[src/rtl/hazard_scheduler.sv]
// Decode-stage hazard controller: scoreboard of in-flight writes, issue/stall/flush decisions, stall counter.
// Latency: stall/bubble/flush are combinational from the scoreboard, FSM state and decode inputs in the same cycle.
// Backpressure: stall freezes PC and IF/ID until the producer leaves the hazard window; flush has priority over stall.
// Optional feature macro: HAZARD_FORWARDING_EN (adds fwd_sel1/fwd_sel2, stalls only on load-use).
module hazard_scheduler #(
    parameter int DEPTH        = 3,
    parameter bit WB_BYPASS    = 1'b1,
    parameter int FLUSH_CYCLES = 2
) (
    input  logic        clk,
    input  logic        rst,
    input  logic        id_valid,
    input  logic [4:0]  src1,
    input  logic [4:0]  src2,
    input  logic        src2_used,
    input  logic [4:0]  id_dest,
    input  logic        id_wb_en,
    input  logic        id_mem_r_en,
    input  logic        br_taken,
    output logic        stall,
    output logic        bubble,
    output logic        flush,
`ifdef HAZARD_FORWARDING_EN
    output logic [1:0]  fwd_sel1,
    output logic [1:0]  fwd_sel2,
`endif
    output logic [15:0] stall_cnt
);

    typedef struct packed {
        logic       v;
        logic [4:0] dest;
        logic       ld;
    } slot_t;

    typedef enum logic {S_RUN, S_FLUSH} state_t;

    localparam logic [3:0] CNT_RELOAD = 4'(FLUSH_CYCLES - 1);

    slot_t       slot_q [DEPTH];
    slot_t       slot_d [DEPTH];
    state_t      state_q, state_d;
    logic [3:0]  cnt_q, cnt_d;
    logic [15:0] stall_cnt_q, stall_cnt_d;

    logic [DEPTH-1:0] match1, match2;
    logic             hazard;
    logic             issue;

    // Per-slot source matches; the WB slot is invisible when the register file bypasses writes to reads.
    always_comb begin
        match1 = '0;
        match2 = '0;
        for (int i = 0; i < DEPTH; i++) begin
            match1[i] = (src1 != 5'd0) && slot_q[i].v && (slot_q[i].dest == src1) &&
                        ((i < DEPTH - 1) || !WB_BYPASS);
            match2[i] = (src2 != 5'd0) && slot_q[i].v && (slot_q[i].dest == src2) &&
                        ((i < DEPTH - 1) || !WB_BYPASS);
        end
    end

`ifdef HAZARD_FORWARDING_EN
    // With forwarding only a load still in EXE blocks its consumer, for exactly one cycle.
    always_comb begin
        hazard = id_valid && slot_q[0].v && slot_q[0].ld &&
                 (match1[0] || (src2_used && match2[0]));
    end

    // Forward source select: youngest matching slot wins (EXE=1, MEM=2), else register file.
    always_comb begin
        fwd_sel1 = 2'd0;
        fwd_sel2 = 2'd0;
        for (int i = DEPTH - 1; i >= 0; i--) begin
            if (i < 2 && match1[i]) begin
                fwd_sel1 = 2'(i + 1);
            end
            if (i < 2 && src2_used && match2[i]) begin
                fwd_sel2 = 2'(i + 1);
            end
        end
    end
`else
    // Full scoreboard interlock: any pending write to a read source blocks issue.
    always_comb begin
        hazard = id_valid && ((|match1) || (src2_used && (|match2)));
    end

    // The load flag only matters when forwarding; fold it into a sink so it is visibly intentional.
    logic unused_ld;
    always_comb begin
        unused_ld = id_mem_r_en;
        for (int i = 0; i < DEPTH; i++) begin
            unused_ld = unused_ld ^ slot_q[i].ld;
        end
    end
`endif

    // Control outputs; everything reads quiet while reset is held regardless of br_taken.
    always_comb begin
        flush  = !rst && (br_taken || (state_q == S_FLUSH));
        stall  = !rst && hazard && !flush;
        bubble = stall || flush;
        issue  = id_valid && !stall && !flush;
    end

    // Scoreboard shift: a stalled or flushed instruction enters EXE as an empty slot.
    always_comb begin
        slot_d[0] = '{v: issue && id_wb_en && (id_dest != 5'd0), dest: id_dest, ld: id_mem_r_en};
        for (int i = 1; i < DEPTH; i++) begin
            slot_d[i] = slot_q[i-1];
        end
    end

    // Flush window: br_taken starts (or restarts) a window of FLUSH_CYCLES cycles.
    always_comb begin
        state_d = state_q;
        cnt_d   = cnt_q;
        case (state_q)
            S_RUN: begin
                if (br_taken && FLUSH_CYCLES > 1) begin
                    state_d = S_FLUSH;
                    cnt_d   = CNT_RELOAD;
                end
            end
            S_FLUSH: begin
                if (br_taken) begin
                    cnt_d = CNT_RELOAD;
                end else if (cnt_q == 4'd1) begin
                    state_d = S_RUN;
                    cnt_d   = 4'd0;
                end else begin
                    cnt_d = cnt_q - 4'd1;
                end
            end
            default: begin
                state_d = S_RUN;
                cnt_d   = 4'd0;
            end
        endcase
    end

    // Saturating stall-cycle counter.
    always_comb begin
        stall_cnt_d = stall_cnt_q;
        if (stall && (stall_cnt_q != 16'hFFFF)) begin
            stall_cnt_d = stall_cnt_q + 16'd1;
        end
    end

    // State registers with synchronous reset.
    always_ff @(posedge clk) begin
        if (rst) begin
            for (int i = 0; i < DEPTH; i++) begin
                slot_q[i] <= '0;
            end
            state_q     <= S_RUN;
            cnt_q       <= 4'd0;
            stall_cnt_q <= 16'd0;
        end else begin
            for (int i = 0; i < DEPTH; i++) begin
                slot_q[i] <= slot_d[i];
            end
            state_q     <= state_d;
            cnt_q       <= cnt_d;
            stall_cnt_q <= stall_cnt_d;
        end
    end

    assign stall_cnt = stall_cnt_q;

endmodule

[config.mk]
export PLATFORM = sky130hd
export DESIGN_NAME = hazard_scheduler
export DESIGN_NICKNAME = d
export VERILOG_FILES = /design/src/rtl/hazard_scheduler.sv
export SDC_FILE = /design/constraint.sdc
export NUM_CORES = 1
export LEC_CHECK = 0
export CAP_MARGIN = 40
export CORE_AREA = 2 2 66 68
export CTS_CLUSTER_DIAMETER = 120
export CTS_CLUSTER_SIZE = 12
export DETAILED_ROUTE_END_ITERATION = 10
export DIE_AREA = 0 0 68 70
export PLACE_DENSITY = 0.73
export SYNTH_ARGS = -nofsm -noshare
export SYNTH_HDL_FRONTEND = slang
export SYNTH_SLANG_ARGS = --single-unit
[constraint.sdc]
create_clock -name clk -period 2 [get_ports clk]
set_input_delay 0.3 -clock clk [delete_from_list [all_inputs] [get_ports clk]]
set_output_delay 0.3 -clock clk [all_outputs]
set_load 0.03 [all_outputs]
==> impl_metrics.tcl <==
set metrics [dict create \
    path_cells "dlygate4sd2_1 -> xnor2_1 -> nand4_1 -> o22ai_2 -> a32oi_2 -> or2b_1 -> inv_1 -> buf_6" \
    combPwrFrac_pct 13.6 \
    synth.distinct_cells 37 \
    fin_skew_ps 8.46 \
    yosysTopAreaCell "dfxtp_1" \
    syn2layout_area_growth_pct 44.2 \
    synth_fp_nets 220 \
    n_antenna_cell 0 \
    clock_latency_ps 280 \
    vdd_drop_max_uv 353 \
    dp_slack_ps -389 \
    swShare_pct 24.8 \
    ys_seq_area_share_pct 38.6 \
    yosys-top-cells-area "dfxtp_1, xnor2_1, or4_1" \
    grt.overflow.total 0 \
    grt_max_degree 35 \
    wl_per_cell_microns 13.5 \
    synth-seq-cells 33 \
    yosys.area_share.simple_pct 27.4 \
    max_cap_viol_count 0 \
    clkPwrFrac_pct 35.1 \
    timing.slew.headroom_pct 68.6 \
    vias_per_cell 5.40 \
    post-route-min-period_ps 1970 \
    die_x_microns 68 \
    drc 0 \
    setup_viol 0 \
    cts_hold_buf 0 \
    synth_edf_count 0 \
    rsz0062_at_grt "yes" \
    cts.clk_slew.worst_paths_ps 60 \
    antenna_found_initial 0 \
    setup_ws_ps 25.1 \
    timing.final.crit_share_pct 98.7 \
    p_int_mw 1.01 \
    synth_fa_ha_area_share_pct 2.19 \
    mostFrequentLayoutCells "clkdlybuf4s50_1, dfxtp_1, buf_4" \
    ioPinCount 41 \
    critPathMaxFanout 3 \
    endpoint_kind "output port" \
    fp-row-count 24 \
    via_count 1620 \
    synth-compound-area-share_pct 13.9 \
    nets 272 \
    die_h_microns 70 \
    grt_pass1_vias 1498 \
    routed_wl_mm 4.04 \
    crit_type "input port to output port" \
    async_reset_ff_share_pct 0 \
    cts_buffer_depth 2 \
    layout_commonest_cell "clkdlybuf4s50_1" \
    seqPwrFrac_pct 51.3 \
    die_area_sq_um 4760 \
    critPathArrivalTime_ps 1670 \
    dr.pass1.iters 6 \
    syn_area_sq_um 1710 \
    core_sq_um 4140 \
    start_kind "input port" \
    p_leak_nw 0.861 \
    status "finished, final reports clean" \
    io_buffer_count 39 \
    cp.required_ps 1700 \
    synthFlopType "dfxtp_1" \
    numCtsBuffers 5 \
    syn_area_per_cell_sq_um 8.77 \
    syn_inst 195 \
    synth_top_family_by_area "simple AND/OR/NAND/NOR gates" \
    synth_xor_area_share_pct 10.2 \
    cpPeakStageDelay_ps 290 \
    holdCritPathClass "flip-flop to flip-flop" \
    initial_utilization_pct 41.3 \
    yosysWarnings 0 \
    final_hold_viol_count 0 \
    worst_pin_slew_ps 470 \
    clock.fmax_mhz 506 \
    h-tree-depth 2 \
    grt_first_pass_wirelength_mm 6.61 \
    nFillCells 383 \
    first_iter_violations 72 \
    power.density_nw_per_um2 547 \
    place_hpwl_mm 2.81 \
    slowest_stage "dlygate4sd2_1" \
    cts_tree "yes" \
    drive_above_1_share_pct 27.4 \
    drtAntennaViolNets 0 \
    cts_sinks 33 \
    synthMuxAreaShare_pct 2.56 \
    p_switching_uw 334 \
    globalplace.congestion 0.728 \
    synth_top_area_share_pct 38.6 \
    hold_ws_ps 496 \
    grt_usage_pct 17.9 \
    final_max_slew_viol_count 0 \
    cts_root_buffer "clkbuf_8" \
]
layer usage:
| metal | share of wire, % | track usage, % |
|---|---|---|
| met3 | 4.1 | 2.90 |
| met4 | 1.9 | 8.00 |
| met5 | 0 | 0 |
| met1 | 45 | 22.5 |
| met2 | 49 | 29.3 |
kinds of logic (layout without fill, tap and decap cells):
group                    after synthesis  after routing
buffers and inverters                 16             69
AO/OA/AOI/OAI                         37             37
flip-flops                            33             33
AND/OR/NAND/NOR                       82             82
XOR/XNOR                              20             20
adder cells (fa/ha/maj)                3              3
multiplexers                           4              4
registers in the layout, summed over array words and instances (netlist names):
signal / flops
state_q: 1
stall_cnt: 16
slot_q: 12
cnt_q: 4
critical path: cells and delay by family:
family                    cells  cell delay, ps
and+or+nand+nor               2             390
AOI/OAI and AO/OA             2             320
xor gates and xnor gates      1             170
buffers and inverters         3             500
Yosys cell counts (2+ instances only):
library cell / count
nand2_1: 13
nor2_1: 9
mux2_1: 2
or4_1: 11
inv_1: 5
ha_1: 3
clkbuf_1: 4
buf_2: 3
nor3_1: 9
nand4_1: 8
nand3_1: 9
buf_6: 3
dfxtp_1: 33
nor3b_1: 2
xnor2_1: 20
nor2b_1: 13
o22ai_1: 3
o31ai_1: 10
a21oi_1: 16
o21ai_0: 2
area by class of cell:
| class | instances | area [sq um] | area share, % |
|---|---|---|---|
| clock buffer | 6 | 72.6 | 2.94 |
| clock inverter | 2 | 10.0 | 0.406 |
| inverter | 6 | 23.8 | 0.964 |
| multi-input combinational | 146 | 1080 | 44.0 |
| sequential | 33 | 682 | 27.7 |
| tap | 52 | 65.1 | 2.64 |
| timing repair buffer | 55 | 528 | 21.4 |
stage by stage:
stage | cells | util [%] | area, sq um | power (mW) | TNS (ps)
5_1_grt | 300 | 59.5 | 2470 | 1.41 | -46.5
3_5_place_dp | 290 | 53.5 | 2220 | 0.876 | -6040
4_1_cts | 298 | 57.1 | 2360 | 1.35 | 0
6_report | 300 | 59.5 | 2470 | 1.35 | 0
2_1_floorplan | 195 | - | 1720 | 0.794 | 0
3_3_place_gp | 290 | 53.5 | 2220 | 0.872 | -5330
path summary, 6_finish.rpt:
kind / slack (ps) / from / cells after the start / end
worst max-delay path: 30 / src2[2] / 8 / stall
worst min register to register: 500 / slot_q[0][5]$_SDFF_PP0_ / 1 / slot_q[0][12]$_SDFF_PP0_
worst max register to register: 60 / slot_q[0][12]$_SDFF_PP0_ / 8 / stall_cnt[9]$_SDFFE_PP0P_
worst min-delay path: 500 / slot_q[0][5]$_SDFF_PP0_ / 1 / slot_q[0][12]$_SDFF_PP0_
power by group through the flow:
stage	registers, mW	clock network (mW)	logic (mW)
global route	0.694	0.515	0.200
floorplan	0.699	0	0.0946
detailed placement	0.703	0	0.173
finish	0.692	0.473	0.183
CTS	0.690	0.485	0.176
global placement	0.702	0	0.169
repair_timing:
item,4_1_cts,5_1_grt
setup endpoints to repair,15,15
gates cloned,0,0
pin swaps,8,12
resized for setup,32,21
buffers inserted,1,2
Note: power is estimated with default switching activity, not from simulation.
